## src/rtl/pwm_cfg_sequencer.sv

```systemverilog
// rtl/pwm_cfg_sequencer.sv - Wishbone master that programs and verifies a PWM timer
//
// Accepts one configuration request at a time and performs a fixed six-access
// Wishbone classic sequence: stop write of ctrl, divisor, period, duty cycle,
// final ctrl write, then a ctrl readback that is compared to what was written.
//
// Ports:
//   i_clk, i_rst                 clock, asynchronous active-high reset
//   i_cfg_valid / o_cfg_ready    request handshake (ready only while idle)
//   i_cfg_ctrl/div/period/dc     request fields, captured at acceptance
//   o_wb_cyc/stb/we/adr/data     Wishbone master outputs
//   i_wb_ack, i_wb_data          Wishbone slave ack and read data
//   o_busy                       request in progress
//   o_done / o_err               one-cycle completion / failure pulses
//   o_err_code                   01 timeout, 10 readback mismatch, 11 invalid
module pwm_cfg_sequencer #(
    parameter int unsigned TIMEOUT = 16
) (
    input  logic        i_clk,
    input  logic        i_rst,
    input  logic        i_cfg_valid,
    output logic        o_cfg_ready,
    input  logic [7:0]  i_cfg_ctrl,
    input  logic [15:0] i_cfg_div,
    input  logic [15:0] i_cfg_period,
    input  logic [15:0] i_cfg_dc,
    output logic        o_wb_cyc,
    output logic        o_wb_stb,
    output logic        o_wb_we,
    output logic [3:0]  o_wb_adr,
    output logic [15:0] o_wb_data,
    input  logic        i_wb_ack,
    input  logic [15:0] i_wb_data,
    output logic        o_busy,
    output logic        o_done,
    output logic        o_err,
    output logic [1:0]  o_err_code
);

    localparam logic [7:0] TMO_LIMIT = TIMEOUT[7:0];
    localparam logic [2:0] LAST_IDX  = 3'd5;

    // S_FIN doubles as the gap after the final access and carries the pulse.
    typedef enum logic [1:0] {
        S_IDLE,
        S_STB,
        S_GAP,
        S_FIN
    } state_t;

    state_t      state_q, state_d;
    logic [2:0]  idx_q, idx_d;
    logic [7:0]  timer_q, timer_d;
    logic [7:0]  ctrl_q, ctrl_d;
    logic [15:0] div_q, div_d;
    logic [15:0] per_q, per_d;
    logic [15:0] dc_q, dc_d;
    logic        fail_q, fail_d;
    logic [1:0]  code_q, code_d;

    logic        req_invalid;
    logic        rb_ok;

    assign req_invalid = (i_cfg_div == 16'd0) ||
                         (i_cfg_ctrl[1] && (i_cfg_dc > i_cfg_period));

    // Bit5 is an irq flag the timer may set on its own, so it is excluded.
    assign rb_ok = (i_wb_data[15:8] == 8'h00) &&
                   (((i_wb_data[7:0] ^ ctrl_q) & 8'hDF) == 8'h00);

    always_ff @(posedge i_clk or posedge i_rst) begin
        if (i_rst) begin
            state_q <= S_IDLE;
            idx_q   <= 3'd0;
            timer_q <= 8'd0;
            ctrl_q  <= 8'd0;
            div_q   <= 16'd0;
            per_q   <= 16'd0;
            dc_q    <= 16'd0;
            fail_q  <= 1'b0;
            code_q  <= 2'b00;
        end else begin
            state_q <= state_d;
            idx_q   <= idx_d;
            timer_q <= timer_d;
            ctrl_q  <= ctrl_d;
            div_q   <= div_d;
            per_q   <= per_d;
            dc_q    <= dc_d;
            fail_q  <= fail_d;
            code_q  <= code_d;
        end
    end

    always_comb begin
        state_d = state_q;
        idx_d   = idx_q;
        timer_d = timer_q;
        ctrl_d  = ctrl_q;
        div_d   = div_q;
        per_d   = per_q;
        dc_d    = dc_q;
        fail_d  = fail_q;
        code_d  = code_q;

        case (state_q)
            S_IDLE: begin
                if (i_cfg_valid) begin
                    ctrl_d  = i_cfg_ctrl;
                    div_d   = i_cfg_div;
                    per_d   = i_cfg_period;
                    dc_d    = i_cfg_dc;
                    idx_d   = 3'd0;
                    timer_d = 8'd0;
                    if (req_invalid) begin
                        fail_d  = 1'b1;
                        code_d  = 2'b11;
                        state_d = S_FIN;
                    end else begin
                        fail_d  = 1'b0;
                        code_d  = 2'b00;
                        state_d = S_STB;
                    end
                end
            end
            S_STB: begin
                if (i_wb_ack) begin
                    timer_d = 8'd0;
                    if (idx_q == LAST_IDX) begin
                        state_d = S_FIN;
                        if (!rb_ok) begin
                            fail_d = 1'b1;
                            code_d = 2'b10;
                        end
                    end else begin
                        state_d = S_GAP;
                    end
                end else if ((timer_q + 8'd1) == TMO_LIMIT) begin
                    fail_d  = 1'b1;
                    code_d  = 2'b01;
                    state_d = S_FIN;
                end else begin
                    timer_d = timer_q + 8'd1;
                end
            end
            S_GAP: begin
                idx_d   = idx_q + 3'd1;
                timer_d = 8'd0;
                state_d = S_STB;
            end
            S_FIN: begin
                state_d = S_IDLE;
            end
            default: begin
                state_d = S_IDLE;
            end
        endcase
    end

    // Bus outputs decode from registered state so reset clears them at once.
    always_comb begin
        o_wb_cyc  = 1'b0;
        o_wb_stb  = 1'b0;
        o_wb_we   = 1'b0;
        o_wb_adr  = 4'h0;
        o_wb_data = 16'h0000;
        if (state_q == S_STB) begin
            o_wb_cyc = 1'b1;
            o_wb_stb = 1'b1;
            case (idx_q)
                3'd0: begin
                    o_wb_we   = 1'b1;
                    o_wb_adr  = 4'h0;
                    o_wb_data = {8'h00, ctrl_q & 8'hDB};
                end
                3'd1: begin
                    o_wb_we   = 1'b1;
                    o_wb_adr  = 4'h2;
                    o_wb_data = div_q;
                end
                3'd2: begin
                    o_wb_we   = 1'b1;
                    o_wb_adr  = 4'h4;
                    o_wb_data = per_q;
                end
                3'd3: begin
                    o_wb_we   = 1'b1;
                    o_wb_adr  = 4'h6;
                    o_wb_data = dc_q;
                end
                3'd4: begin
                    o_wb_we   = 1'b1;
                    o_wb_adr  = 4'h0;
                    o_wb_data = {8'h00, ctrl_q & 8'hDF};
                end
                default: begin
                    o_wb_we   = 1'b0;
                    o_wb_adr  = 4'h0;
                    o_wb_data = 16'h0000;
                end
            endcase
        end
    end

    assign o_cfg_ready = (state_q == S_IDLE);
    assign o_busy      = (state_q != S_IDLE);
    assign o_done      = (state_q == S_FIN) && !fail_q;
    assign o_err       = (state_q == S_FIN) && fail_q;
    assign o_err_code  = code_q;

endmodule

```

## config.mk

```make
export PLATFORM = sky130hd
export DESIGN_NAME = pwm_cfg_sequencer
export DESIGN_NICKNAME = d
export VERILOG_FILES = /design/src/rtl/pwm_cfg_sequencer.sv
export SDC_FILE = /design/constraint.sdc
export NUM_CORES = 1
export LEC_CHECK = 0
export ABC_AREA = 1
export CAP_MARGIN = 0
export CORE_UTILIZATION = 45
export DETAILED_ROUTE_END_ITERATION = 6
export PLACE_DENSITY = 0.75
export SYNTH_ARGS = -nofsm -noshare
export SYNTH_HDL_FRONTEND = slang
export SYNTH_SLANG_ARGS = --single-unit
export TNS_END_PERCENT = 50
```

## constraint.sdc

```tcl
create_clock -name i_clk -period 2.2 [get_ports i_clk]
set_input_delay 0.22 -clock i_clk [delete_from_list [all_inputs] [get_ports i_clk]]
set_output_delay 0.22 -clock i_clk [all_outputs]
set_load 0.01 [all_outputs]
```

### After elaboration in Yosys (flattened, before gate mapping)

Cells that the tools add are included.

* reduce and logical (&&, ||, !) cells: 21
* equality and inequality tests: 14
* magnitude comparators: 1
* add/subtract/negate cells: 2
* muxes and demuxes: 33
* bitwise logic cells: 1

Operators by type and width (count)
* one-hot mux 16 bit (5 select lines): 1
* 2-to-1 mux 8 bit: 3
* one-hot mux 8 bit (3 select lines): 1
* 2-to-1 mux 2 bit: 10
* greater-than comparator 16 bit: 1
* logical NOT 16 bit: 1
* logical NOT 8 bit: 2
* 2-to-1 mux 16 bit: 1
* != test 3 bit (second input constant): 4
* 2-to-1 mux 1 bit: 10
* one-hot mux 3 bit (3 select lines): 1
* adder 8 x 1 -> 8 bit (second input constant): 1
* equality test 8 x 5 -> 1 bit (second input constant): 1
* one-hot mux 2 bit (4 select lines): 1
* XOR 8 bit: 1
* equality test 3 x 2 -> 1 bit (second input constant): 2
* equality test 3 bit (second input constant): 2
* 2-to-1 mux 3 bit: 2
* one-hot mux 3 bit (2 select lines): 1
* AND reduction 2 bit: 3
* nonzero test 2 bit: 3
* AND reduction 5 bit: 1
* OR reduction 5 bit: 1
* equality test 2 bit (second input constant): 2
* other kinds (13): 16

* flip-flop bits (word level): 72
* output and inout port bits: 29
* input bits: 76

### Longest topological paths before layout

Gate-level depths: netlist of the first run.

* depth after elaboration: 7
* mapped depth: 15

### Worst setup path before layout of the first run

No wires, ideal clock.

* path type: reg-to-output
* start: reg idx_q[1]
* end: out o_wb_data[10]
* cell stages (with the launch flop): 10
* data required time: 1980 ps
* slack: 424 ps
* buffers on the path: 0
* arrival time: 1556 ps
* cell sequence: dfrtp_1 inv_1 ha_1 inv_1 nor2_2 nor2_1 and3_1 nor2_4 inv_2 a31oi_1

* word-level cells in the longest chain between the ends: 3
* elaborated cells on any way between the ends: 7
* those cells by class: 4 x eq/ne; 2 x mux; 1 x reduce/logical

RTL lines
* start: declaration: RTL line 52 `logic [2:0] idx_q, idx_d;`
* start signal: assignment: RTL line 84 `idx_q <= idx_d;`
* equality test 3 bit (tied with other cells): RTL line 170 `case (idx_q)`
* one-hot mux 16 bit (5 select lines) *: RTL line 170
* 2-to-1 mux 16 bit *: RTL line 167 `if (state_q == S_STB) begin`
* end: declaration: RTL line 31 `output logic [15:0] o_wb_data,`

Every way passes the cells marked *; elsewhere a longest branch is shown, timed or not.

### Worst setup path in the final report of the first run

* start: reg idx_q[0]
* end: out o_wb_data[13]

Same word-level chain as after synthesis.

==> metrics.csv, run 1 <==
metric,value,unit
dpl.cell_count,698,
worst_path_largest_cell_delay,420,ps
cp_num_buf_inv,3,
setup_ws,-31.7,ps
design_area,0.00547,mm^2
synth_mux_area_frac,0.0913,
cp-start-kind,flip-flop,
synth_warnings,0,
drtPass1Iterations,4,
p_seq_frac,0.366,
clk_latency,340,ps
p_leak,2.60,nW
synth_area_leader_cell,dfrtp_1,
nets,701,
pre_cts_slack,-12.9,ps
io_pins,105,
crit_path_top_delay_cell,dfrtp_1,
hpwl,7770,um
hold_buffers,0,
fp.dieH,97.1,um
grt_use_total,0.226,
netlist_area,0.00407,mm^2
grt_pass1_wl,17100,um
powerDensity,1130,mW/mm^2
timing.reg2reg.setup_slack,500,ps
cp_max_fo,10,
postPlaceCellArea,0.00528,mm^2
yosysUniqueCellTypes,36,
cts_buffer_depth,2,
reg2reg_depth,8,
period_share,1.01,
clkPwrFrac,0.145,
clk_pin_slew,80,ps
start_util,0.467,
grt_overflow,0,
grt_antenna_before_repair,0,
rsz0062_at_grt,true,
placementRows,34,
drive_above_1_share,0.189,
portBuffers,100,
skew,5.52,ps
vdd_ir_drop_max,0.593,mV
p_int,0.00368,W
crit_cells,8,
cp_top_family,simple AND/OR/NAND/NOR gates,
drv_slew,0,
combinationalPowerShare,0.489,
max_freq,448,MHz
cts_root_buffer,clkbuf_8,
synth_top_area_share,0.437,
grt_pass1_vias,3687,
clock-sinks,71,
synth_top_family_by_area,simple AND/OR/NAND/NOR gates,
worstPathArrival,2010,ps
cts-buffers-inserted,9,
antenna_left,0,
area_growth,34.3,%
fp.coreArea,0.00872,mm^2
die_x,97.1,um
synth_cells,492,
max-cap-violations,0,
netSwitchingPower,0.00252,W
crit_type,flip-flop to output port,
met1_usage,0.282,
synthXorXnorAreaFrac,0.00430,
switching_share,0.406,
hold_ws,265,ps
routed_wl,10500,um
cp_cell_sequence,inv_1 > ha_1 > nand2_1 > and3_4 > nor2_4 > inv_6 > a31oi_2 > buf_2,
die_area,0.00943,mm^2
synth-compound-area-share,0.0888,
drt-initial-drc-count,190,
synth_seq_cells,71,
hold_viol_final,0,
wl_per_cell,14.7,um
grtUsageMet3,0.0367,
avgSynthCellArea,8.27,um^2
synthAdderAreaFrac,0.0676,
status,finished with violations,
antenna_cells,0,
htreeDepth,3,
setup_viol,9,
yosys-top-cells-area,"dfrtp_1, nand2_1, mux2_2",
yosys.area_share.simple,0.231,
grt.busiest_layer,met2,
viasPerCell,5.23,
vias,3746,
required,1980,ps
hp-class,input port to async pin,
met2_usage,0.387,
globalplace.congestion,0.898,
end_kind,output port,
p_total,0.00620,W
cts_tree,yes,
drc,0,
grt_max_degree,72,
period_needed,2230,ps
violations,setup timing,
synth_seq_area_share,0.437,
final_cells,716,
==> worst reg2reg max path, stage by stage, from the launching register on <==
cell and delay, ps:
dfrtp_1 420, ha_1 250, nand3_2 120, xor2_1 270, nor2_4 70, nand4_1 100, nand3_2 180, nand2_1 100
o21ai_0 70
==> through the flow <==
stage,util,setup TNS (ps)
after floorplan,-,0
after global placement,0.605,0
after detailed placement,0.605,-12.9
after CTS,0.624,-348
after global routing,0.627,-1380
final,0.627,-90.5
==> cell families after synthesis <==
group                      after synthesis
and+or+nand+nor                        220
buffers and inverters                   80
DFF                                     71
AOI/OAI and AO/OA                       63
muxes                                   33
adders and majority gates               22
xor gates and xnor gates                 2
other                                    1
==> power by group through the flow <==
stage	Combinational [W]	Sequential, W	Clock, W
global placement	0.00288	0.00223	0
detailed placement	0.00296	0.00228	0
floorplan	0.00179	0.00217	0
CTS	0.00293	0.00225	0.000919
global route	0.00333	0.00234	0.000985
finish	0.00303	0.00227	0.000900
==> repair_timing <==
action	4_1_cts	5_1_grt
gates cloned	0	0
buffers inserted	1	1
setup endpoints to repair	19	17
pin swaps	0	1
resized for setup	49	32
==> worst paths after layout <==
path | from | to
worst max-delay path | idx_q[0]$_DFFE_PP0P_ | o_wb_data[13]
worst min-delay path | i_rst | timer_q[6]$_DFFE_PP0P_
worst max register to register | timer_q[0]$_DFFE_PP0P_ | timer_q[4]$_DFFE_PP0P_
worst min register to register | per_q[7]$_DFFE_PP0P_ | per_q[7]$_DFFE_PP0P_
max in group asynchronous | i_rst | dc_q[15]$_DFFE_PP0P_
min in group i_clk | i_cfg_period[5] | per_q[5]$_DFFE_PP0P_
==> routing by layer <==
layer	vias to the layer above	share of wire
met5	-	0
met3	25	0.061
met2	135	0.50
met4	0	0.028
met1	1786	0.41
li1	1800	-
==> cell usage after synthesis, drive strengths merged <==
library cell / n
dfrtp: 71
nand3b: 1
nand4: 8
o22ai: 1
nand3: 13
a221oi: 2
ha: 22
xor2: 2
nand2: 151
a21o: 1
clkbuf: 6
a31oi: 9
o21ai: 33
nor4: 4
inv: 62
buf: 10
mux2: 33
a21oi: 14
nor2: 42
and3: 1
o2111ai: 1
clkinv: 2
o21bai: 2
conb: 1
==> registers in the layout (all words and copies together), names as in the netlist <==
name        flops
idx_q           3
per_q          16
ctrl_q          7
fail_q          1
state_q         2
o_err_code      2
timer_q         8
dc_q           16
div_q          16
==> cell usage in the layout, fill, tap and decap left out, types with 6 or more instances in the layout <==
| master | count |
|---|---|
| a21oi_1 | 13 |
| a31oi_2 | 6 |
| buf_2 | 9 |
| buf_4 | 8 |
| clkbuf_2 | 7 |
| clkbuf_8 | 9 |
| clkdlybuf4s50_1 | 81 |
| clkinv_2 | 6 |
| dfrtp_1 | 71 |
| ha_1 | 19 |
| inv_1 | 52 |
| inv_2 | 9 |
| mux2_2 | 28 |
| nand2_1 | 148 |
| nand3_1 | 9 |
| nand4_1 | 8 |
| nor2_1 | 33 |
| o21ai_0 | 22 |
| o21ai_1 | 11 |
==> area by class of cell <==
class	instances	area [um^2]
clock buffers	9	124
clock inverters	7	40.0
fillers	734	3250
inverters	64	246
multi-input cells	342	2050
flip-flops and latches	71	1780
well taps	108	135
repair buffers	115	1090
Power figures use the tool's default switching activity.
==> inputs of run 2 (changes only) <==
--- a/config.mk
+++ b/config.mk
@@ -8,6 +8,7 @@
 export ABC_AREA = 1
 export CAP_MARGIN = 0
 export CORE_UTILIZATION = 45
+export CTS_CLUSTER_SIZE = 28
 export DETAILED_ROUTE_END_ITERATION = 6
 export PLACE_DENSITY = 0.75
 export SYNTH_ARGS = -nofsm -noshare
==> results of run 2 <==
Final layout, timing and power as in run 1 (identical DEF).
==> inputs of run 3 (changes only) <==
--- a/config.mk
+++ b/config.mk
@@ -14,4 +14,4 @@
 export SYNTH_ARGS = -nofsm -noshare
 export SYNTH_HDL_FRONTEND = slang
 export SYNTH_SLANG_ARGS = --single-unit
-export TNS_END_PERCENT = 50
+export TNS_END_PERCENT = 30
==> results of run 3 <==
Final layout, timing and power as in run 1 (identical DEF).
